<file path="config.mk">
export PLATFORM = sky130hd
export DESIGN_NAME = pong_match_controller
export DESIGN_NICKNAME = d
export VERILOG_FILES = /design/src/rtl/pong_match_controller.sv
export SDC_FILE = /design/constraint.sdc
export NUM_CORES = 1
export LEC_CHECK = 0
export CELL_PAD_IN_SITES_DETAIL_PLACEMENT = 1
export CELL_PAD_IN_SITES_GLOBAL_PLACEMENT = 1
export CORE_MARGIN = 4
export CORE_UTILIZATION = 40
export DETAILED_ROUTE_END_ITERATION = 7
export PLACE_DENSITY_LB_ADDON = 0.08
export SLEW_MARGIN = 20
export SYNTH_ARGS = -nofsm -noshare
export SYNTH_HDL_FRONTEND = slang
export SYNTH_SLANG_ARGS = --single-unit
</file>
<file path="constraint.sdc">
create_clock -name clk -period 9.7 [get_ports clk]
set_input_delay 1.94 -clock clk [delete_from_list [all_inputs] [get_ports clk]]
set_output_delay 1.94 -clock clk [all_outputs]
set_load 0.005 [all_outputs]
</file>
<file path="src/rtl/pong_match_controller.sv">
// Pong game core: ball motion, paddles, scoring and the match FSM, all advanced by the frame tick.
// Every output is a register; start from IDLE/GAME_OVER acts without waiting for a tick.
module pong_match_controller #(
  parameter int SCREEN_W    = 800,
  parameter int SCREEN_H    = 600,
  parameter int PAD_H       = 100,
  parameter int PAD_W       = 10,
  parameter int PAD_X_LEFT  = 20,
  parameter int PAD_X_RIGHT = 770,
  parameter int BALL_SIZE   = 10,
  parameter int BALL_SPEED  = 4,
  parameter int PAD_SPEED   = 6,
  parameter int WIN_SCORE   = 9,
  parameter int SCORE_W     = 4,
  parameter int SERVE_DELAY = 60
) (
  input  logic               clk,
  input  logic               rst,
  input  logic               timing_tick,
  input  logic               start,
  input  logic               p1_up,
  input  logic               p1_down,
  input  logic               p2_up,
  input  logic               p2_down,
  output logic [10:0]        x_ball,
  output logic [9:0]         y_ball,
  output logic [9:0]         y_player1,
  output logic [9:0]         y_player2,
  output logic [SCORE_W-1:0] player1_score,
  output logic [SCORE_W-1:0] player2_score,
  output logic [2:0]         game_state,
  output logic [1:0]         winner
);

  typedef enum logic [2:0] {
    ST_IDLE  = 3'd0,
    ST_SERVE = 3'd1,
    ST_PLAY  = 3'd2,
    ST_POINT = 3'd3,
    ST_OVER  = 3'd4
  } state_t;

  localparam int                 CNT_W    = (SERVE_DELAY > 1) ? $clog2(SERVE_DELAY) : 1;
  localparam logic [CNT_W-1:0]   CNT_LAST = CNT_W'(SERVE_DELAY - 1);
  localparam logic [10:0]        X_CTR    = 11'((SCREEN_W - BALL_SIZE) / 2);
  localparam logic [9:0]         Y_CTR    = 10'((SCREEN_H - BALL_SIZE) / 2);
  localparam logic [9:0]         PAD_CTR  = 10'((SCREEN_H - PAD_H) / 2);
  localparam logic [SCORE_W-1:0] WIN      = SCORE_W'(WIN_SCORE);

  // Geometry held as signed 13-bit so that x - speed never wraps below zero.
  localparam logic signed [12:0] BSPD   = 13'(BALL_SPEED);
  localparam logic signed [12:0] BSZ    = 13'(BALL_SIZE);
  localparam logic signed [12:0] PADH   = 13'(PAD_H);
  localparam logic signed [12:0] X_MAX  = 13'(SCREEN_W - BALL_SIZE);
  localparam logic signed [12:0] Y_MAX  = 13'(SCREEN_H - BALL_SIZE);
  localparam logic signed [12:0] L_FACE = 13'(PAD_X_LEFT + PAD_W);
  localparam logic signed [12:0] R_FACE = 13'(PAD_X_RIGHT);
  localparam logic signed [12:0] R_HIT  = 13'(PAD_X_RIGHT - BALL_SIZE);
  localparam logic signed [12:0] ZERO   = 13'sd0;

  state_t             state, state_n;
  logic [10:0]        x_n;
  logic [9:0]         y_n, p1_n, p2_n;
  logic [SCORE_W-1:0] s1_n, s2_n;
  logic [1:0]         win_n;
  logic               dir_x, dir_y, serve_dir;
  logic               dx_n, dy_n, sd_n;
  logic [CNT_W-1:0]   cnt, cnt_n;
  logic signed [12:0] xs, ys, p1s, p2s, xt, yt;

  function automatic logic [9:0] pad_step(input logic [9:0] y, input logic up, input logic dn);
    logic signed [11:0] t;
    t = $signed({2'b00, y});
    if (up && !dn) begin
      t = t - $signed(12'(PAD_SPEED));
      if (t < 12'sd0) t = 12'sd0;
    end else if (dn && !up) begin
      t = t + $signed(12'(PAD_SPEED));
      if (t > $signed(12'(SCREEN_H - PAD_H))) t = $signed(12'(SCREEN_H - PAD_H));
    end
    return 10'(t);
  endfunction

  function automatic logic overlap(input logic signed [12:0] yb, input logic signed [12:0] yp);
    return (yb + BSZ > yp) && (yb < yp + PADH);
  endfunction

  always_comb begin
    state_n = state;
    x_n     = x_ball;
    y_n     = y_ball;
    p1_n    = y_player1;
    p2_n    = y_player2;
    s1_n    = player1_score;
    s2_n    = player2_score;
    win_n   = winner;
    dx_n    = dir_x;
    dy_n    = dir_y;
    sd_n    = serve_dir;
    cnt_n   = cnt;
    xs      = $signed({2'b00, x_ball});
    ys      = $signed({3'b000, y_ball});
    p1s     = $signed({3'b000, y_player1});
    p2s     = $signed({3'b000, y_player2});
    xt      = xs;
    yt      = ys;
    if (start && (state == ST_IDLE || state == ST_OVER)) begin
      state_n = ST_SERVE;
      s1_n    = '0;
      s2_n    = '0;
      win_n   = 2'd0;
      x_n     = X_CTR;
      y_n     = Y_CTR;
      cnt_n   = '0;
      sd_n    = 1'b1;
    end else if (timing_tick) begin
      if (state == ST_SERVE || state == ST_PLAY) begin
        p1_n = pad_step(y_player1, p1_up, p1_down);
        p2_n = pad_step(y_player2, p2_up, p2_down);
      end
      case (state)
        ST_SERVE: begin
          x_n  = X_CTR;
          y_n  = Y_CTR;
          dx_n = serve_dir;
          if (cnt == CNT_LAST) begin
            state_n = ST_PLAY;
            cnt_n   = '0;
          end else begin
            cnt_n = cnt + CNT_W'(1);
          end
        end
        ST_PLAY: begin
          if (!dir_y) begin
            if (ys < BSPD) begin
              yt   = ZERO;
              dy_n = 1'b1;
            end else begin
              yt = ys - BSPD;
            end
          end else if (ys + BSPD > Y_MAX) begin
            yt   = Y_MAX;
            dy_n = 1'b0;
          end else begin
            yt = ys + BSPD;
          end
          // Paddle hits are tested before misses; overlap uses the pre-tick positions.
          if (!dir_x) begin
            if (xs >= L_FACE && xs - BSPD <= L_FACE && overlap(ys, p1s)) begin
              xt   = L_FACE;
              dx_n = 1'b1;
            end else if (xs < BSPD) begin
              xt      = ZERO;
              s2_n    = player2_score + SCORE_W'(1);
              sd_n    = 1'b0;
              state_n = ST_POINT;
            end else begin
              xt = xs - BSPD;
            end
          end else begin
            if (xs + BSZ <= R_FACE && xs + BSZ + BSPD >= R_FACE && overlap(ys, p2s)) begin
              xt   = R_HIT;
              dx_n = 1'b0;
            end else if (xs + BSPD > X_MAX) begin
              xt      = X_MAX;
              s1_n    = player1_score + SCORE_W'(1);
              sd_n    = 1'b1;
              state_n = ST_POINT;
            end else begin
              xt = xs + BSPD;
            end
          end
          x_n = 11'(xt);
          y_n = 10'(yt);
        end
        ST_POINT: begin
          // serve_dir points at the loser, so it also identifies who just scored.
          if (serve_dir ? (player1_score == WIN) : (player2_score == WIN)) begin
            state_n = ST_OVER;
            win_n   = serve_dir ? 2'd1 : 2'd2;
          end else begin
            x_n     = X_CTR;
            y_n     = Y_CTR;
            cnt_n   = '0;
            state_n = ST_SERVE;
          end
        end
        default: ;
      endcase
    end
  end

  always_ff @(posedge clk) begin
    if (rst) begin
      state         <= ST_IDLE;
      x_ball        <= X_CTR;
      y_ball        <= Y_CTR;
      y_player1     <= PAD_CTR;
      y_player2     <= PAD_CTR;
      player1_score <= '0;
      player2_score <= '0;
      winner        <= 2'd0;
      dir_x         <= 1'b1;
      dir_y         <= 1'b1;
      serve_dir     <= 1'b1;
      cnt           <= '0;
    end else begin
      state         <= state_n;
      x_ball        <= x_n;
      y_ball        <= y_n;
      y_player1     <= p1_n;
      y_player2     <= p2_n;
      player1_score <= s1_n;
      player2_score <= s2_n;
      winner        <= win_n;
      dir_x         <= dx_n;
      dir_y         <= dy_n;
      serve_dir     <= sd_n;
      cnt           <= cnt_n;
    end
  end

  assign game_state = state;

endmodule

</file>
**After elaboration in Yosys (flattened, before gate mapping)**

Index checks and enable logic that the tools add are counted.

- Bits in registers: 63
- Logic and storage cells: 156
- Input port bits: 8
- Output and inout port bits: 54

- Multiplexer cells: 47
- $add $sub $neg: 16
- Eq/ne operators: 21
- Bitwise logic cells: 4
- Magnitude comparators: 16
- Reductions and logical operators: 39

Operators by type and width:

| operator | number |
|---|---|
| $mux 10 | 12 |
| $mux 11 | 6 |
| $add 10x3->11 const B | 3 |
| $pmux 11 s3 | 1 |
| $pmux 10 s3 | 1 |
| $add 10x7->11 const B | 2 |
| $gt 11x9->1 const B | 2 |
| $lt 10x11->1 | 2 |
| $lt 11x1->1 const B | 2 |
| $sub 10x3->11 const B | 2 |
| $mux 3 | 7 |
| $reduce_and 3->1 | 5 |
| $mux 1 | 14 |
| $reduce_and 7->1 | 2 |
| $add 12x3->13 const B | 1 |
| $ge 13x11->1 const B | 1 |
| $gt 13x11->1 | 1 |
| $le 13x11->1 const B | 1 |
| $add 11x3->12 const B | 1 |
| $add 11x4->12 const B | 1 |
| $gt 12x10->1 const B | 1 |
| $le 12x6->1 const B | 1 |
| $mux 6 | 2 |
| $pmux 6 s2 | 1 |
| other kinds (36) | 71 |

**Longest topological paths before layout**

- Depth after elaboration: 10
- Mapped depth: 16
- Depth with buffers taken out: 14

**Least setup slack after synthesis**

OpenSTA, ideal clock, no wires.

- Path kind: reg-to-reg
- Start point: register y_ball[3]
- End point: register player1_score[0]
- Path buffers: 1
- Data required time: 9.629 ns
- Stages on the path, launching flop included: 16
- Path slack: 6.190 ns
- Library setup time: 0.071 ns
- Arrival time: 3.440 ns
- Period minus slack after synthesis: 3.510 ns
- Path through: dfxtp_1 clkbuf_1 inv_1 ha_1 a21oi_1 nor2_1 xor2_1 ha_1 nand4_1 or4_1 a21oi_1 a221oi_1 o211ai_2 a21oi_4 or4_1 a21oi_1

- Word-level cells in the longest chain between the ends: 6
- Elaborated cells on any way between the ends: 7
- Those cells by class: add/sub (1); order compare (2); bitwise (1); reduce/logical (3)

RTL lines:

| element | line | RTL |
|---|---|---|
| from (decl) | 26 | `output logic [9:0] y_ball,` |
| from (signal assigned) | 210 | `y_ball <= y_n;` |
| $add 10x4->11 | 85 | `return (yb + BSZ > yp) && (yb < yp + PADH);` |
| $gt 11x10->1 | 85 |  |
| $logic_and 1x1->1 * | 85 |  |
| $logic_and 1x1->1 * | 161 | `if (xs + BSZ <= R_FACE && xs + BSZ + BSPD >= R_FACE && overlap(ys, p2s)) begin` |
| $not 1->1 (no line) * | n/a |  |
| $reduce_and 5->1 (no line) * | n/a |  |
| to (signal assigned) | 213 | `player1_score <= s1_n;` |
| to (decl) | 29 | `output logic [SCORE_W-1:0] player1_score,` |

Every way passes the cells marked *; elsewhere a longest branch is shown, timed or not.
A chain may end at the register's enable or synchronous reset.

**Worst setup path in the final report**

- Start point: register y_ball[3]
- End point: register dir_x

- Word-level cells in the longest chain between the ends: 7
- Elaborated cells on any way between the ends: 13
- Those cells by class: add/sub (1); order compare (4); mux (4); reduce/logical (4)

RTL lines:

| element | line | RTL |
|---|---|---|
| $add 10x4->11 | 85 |  |
| $gt 13x11->1 / $gt 11x10->1 (equally long branches) | 85 |  |
| $logic_and 1x1->1 | 85 |  |
| $logic_and 1x1->1, on equally long branches | 149, 161 |  |
| $mux 1, on equally long branches | 149, 161 |  |
| $mux 1 * | 148 | `if (!dir_x) begin` |
| $pmux 1 s2 * | 121 | `case (state)` |
| to (signal assigned) | 216 | `dir_x <= dx_n;` |
| to (decl) | 66 | `logic dir_x, dir_y, serve_dir;` |

Marked as above.

==> run_results.csv <==
group,metric,value,unit
status,outcome,"finished, final reports clean",
detailed_routing,viasPerCell,6.16,
floorplanning,dieArea,18300,um2
detailed_routing,via_count,6868,
clocking,cts_setup_buffers,0,
pwr,p_int,541,uW
worst_hold_path,hold_class,"reg -> reg",
sta,max_freq,0.240,GHz
sta,slew_headroom,0.346,
placement,dp_slack,5480,ps
floorplanning,die_y,135,um
pwr,p_sw,212,uW
synthesis,ys.flop_type,"dfxtp_1",
grt,grt_use_met1,0.317,
grt,grt_pass1_vias,7094,
critical_path,worstSetupEndpointType,"flop",
detailed_routing,firstDrtPassIters,5,
floorplanning,io_pins,62,
clocking,clkLatencyLatePin,340,ps
synthesis,ys_warn_count,0,
grt,grt_pass1_wl,37000,um
synthesis,synth_enable_flop_cells,0,
critical_path,crit_slowest_cell,"dfxtp_1",
synthesis,yosysSeqAreaShare,0.188,
synthesis,synth_cell_type_count,86,
sta,tightest_slew,979,ps
layout,multi_input_area,4850,um2
synthesis,ys_seq_elements,61,
pwr,power_frac_seq,0.357,
floorplanning,rows,46,
detailed_routing,drt-total-wl,22500,um
layout,seq_area,1220,um2
synthesis,avgSynthCellArea,7.42,um2
critical_path,path_cells,"inv_1 > ha_1 > a21oi_1 > nor2_1 > xor2_1 > ha_1 > o21ai_0 > nor2_1 > nor3_1 > a221oi_1 > o211ai_2 > a21oi_4 > a211oi_1 > a2111o_1",
placement,hpwl,17100,um
sta,finalHoldViolations,0,
synthesis,ys_async_sr_fraction,0,
sta,finalCriticalPeriod,4160,ps
sta,skew,12.9,ps
placement,numPortBuffers,59,
layout,final.fill_count,1982,
floorplanning,start_util,0.408,
critical_path,r2r_start,"y_ball[3]",
grt,grt_max_degree,28,
clocking,cts_resized,0,
clocking,cts_max_path_buffers,2,
sta,setup_ws,5540,ps
synthesis,synth_cells,873,
critical_path,crit_start,"y_ball[3]",
layout,drive_above_1_share,0.0556,
pwr,power.share.switching,0.281,
grt,busiest_layer,"met2",
pwr,p_leak,2.87,nW
clocking,clk_transition_reported_paths,60,ps
clocking,cts_sinks,61,
sta,rsz0062_at_grt,"no",
grt,grt-ovfl-total,0,
grt,grtUsageMet2,0.431,
pwr,comb_power_share,0.167,
detailed_routing,wl_per_cell,20.2,um
clocking,cts_tree,"built",
sta,final.setup.tns,0,ps
detailed_routing,drt-initial-drc-count,500,
layout,syn_to_final_growth,14.9,%
critical_path,worst_path_largest_cell_delay,730,ps
critical_path,critPathLaunchType,"flop",
detailed_routing,ant_nets,0,
floorplanning,fp.dieW,135,um
grt,grt_util_met3,0.0293,
layout,diodes,0,
pwr,ir_drop,0.0608,mV
grt,antenna_found_initial,0,
pwr,cellPowerDensity,101,nW/um2
pwr,clkPwrFrac,0.476,
critical_path,reg2reg_slack,5540,ps
flow_run,maxCapViolations,0,
critical_path,cp.required,9920,ps
clocking,cts_root_buf,"clkbuf_16",
critical_path,cp.arrival,4380,ps
sta,finalMaxSlewViolations,0,
placement,gp_congestion,0.900,
clocking,htree_num_levels,3,
floorplanning,core_area,15900,um2
layout,layout.nets,968,
critical_path,crit_fanout,16,
critical_path,worstSetupPathType,"reg -> reg",
grt,track_usage,0.248,
clocking,hold_buffers,0,
critical_path,rr_endpoint,"dir_x",
sta,finalCritPeriodShare,0.429,
sta,setup_viol,0,
synthesis,netlist_area,6480,um2
detailed_routing,drcViolationCount,0,
critical_path,setup.worst_path.end,"dir_x",
clocking,cts_buffers,9,
critical_path,r2r_cells,14,
==> cells in the mapped netlist, types with 11 or more instances <==
library cell / instances / area (um2)
nor2_1: 95 / 357
nand2_1: 73 / 274
ha_1: 66 / 826
dfxtp_1: 61 / 1220
a21oi_1: 53 / 265
o21ai_0: 50 / 250
inv_1: 40 / 150
clkbuf_1: 37 / 139
nand3_1: 34 / 170
nor3_1: 34 / 170
xnor2_1: 28 / 245
xor2_1: 18 / 158
nand4_1: 14 / 87.6
a211oi_1: 13 / 97.6
a21o_1: 11 / 82.6
and3_1: 11 / 68.8
nand2b_1: 11 / 68.8
o31ai_1: 11 / 82.6
==> kinds of logic (layout without fill, tap and decap cells) <==
logic type      Yosys count  count (layout)  share of synthesized area
other cells               1               2                   0.000579
xor+xnor                 48              48                     0.0672
flops                    61              61                      0.188
fa+ha+maj                66              66                      0.127
buf+inv                  95             120                     0.0631
compound gates          259             259                      0.284
mux                      10              10                     0.0158
simple gates            333             333                      0.254
==> sequential cells by signal, summed over array words and instances, names as in the netlist, 2 cells and up <==
| signal | flops |
|---|---|
| cnt | 6 |
| game_state | 3 |
| player1_score | 4 |
| player2_score | 4 |
| winner | 2 |
| x_ball | 11 |
| y_ball | 10 |
| y_player1 | 9 |
| y_player2 | 9 |
==> area by class of cell <==
type | instances | area share
Multi-Input combinational cell | 718 | 0.652
Timing Repair Buffer | 64 | 0.0843
Sequential cell | 61 | 0.164
Clock buffer | 11 | 0.0326
Clock inverter | 5 | 0.0111
Inverter | 40 | 0.0202
Tap cell | 216 | 0.0363
==> per-layer routing <==
layer  wire (um)  vias to the layer above
met5           0                        -
met2       10800                      180
met1       10200                     3381
met3         987                       36
li1            -                     3271
met4         595                        0
==> power groups by stage <==
stage | sequential, mW | clock, mW | combinational [mW]
global placement | 0.273 | 0 | 0.120
finish | 0.269 | 0.358 | 0.126
floorplan | 0.265 | 0 | 0.0911
global route | 0.270 | 0.377 | 0.139
detailed placement | 0.274 | 0 | 0.125
CTS | 0.268 | 0.364 | 0.126
==> placed cells by master, fill, tap and decap left out, types with 13 or more instances in the layout <==
cell,Yosys,routed
nor2_1,95,95
o21ai_0,50,50
nand4_1,14,14
xnor2_1,28,28
a211oi_1,13,13
inv_1,40,40
nand2_1,73,73
clkdlybuf4s50_1,0,59
a21oi_1,53,53
xor2_1,18,18
dfxtp_1,61,61
nor3_1,34,34
nand3_1,34,34
ha_1,66,66
==> worst max-delay path, delay by kind of cell (launching register included) <==
| kind | cells | cell delay, ps |
|---|---|---|
| compound gates | 7 | 2070 |
| flops | 1 | 730 |
| fa+ha+maj | 2 | 560 |
| simple gates | 3 | 310 |
| buf+inv | 1 | 190 |
| xor+xnor | 1 | 170 |
==> through the flow <==
step	utilization	cells	total power [mW]	hold WS, ps	cell area [um2]
6_report	0.469	1115	0.753	495	7450
5_1_grt	0.469	1115	0.785	517	7450
4_1_cts	0.469	1115	0.759	501	7450
3_5_place_dp	0.448	1099	0.399	490	7120
3_3_place_gp	0.448	1099	0.393	463	7120
2_1_floorplan	-	874	0.356	449	6480
==> worst min-delay path by stage <==
| stage | start | end | slack, ps | cells past startpoint |
|---|---|---|---|---|
| 2_1_floorplan | cnt[1] | cnt[1] | 450 | 2 |
| 3_3_place_gp | cnt[1] | cnt[1] | 460 | 2 |
| 3_5_place_dp | player1_score[3] | player1_score[3] | 490 | 2 |
| 4_1_cts | player1_score[3] | player1_score[3] | 500 | 2 |
| 5_1_grt | player1_score[3] | player1_score[3] | 520 | 2 |
| 6_report | player1_score[3] | player1_score[3] | 500 | 2 |
No activity file was read; power rests on OpenSTA's default activity.
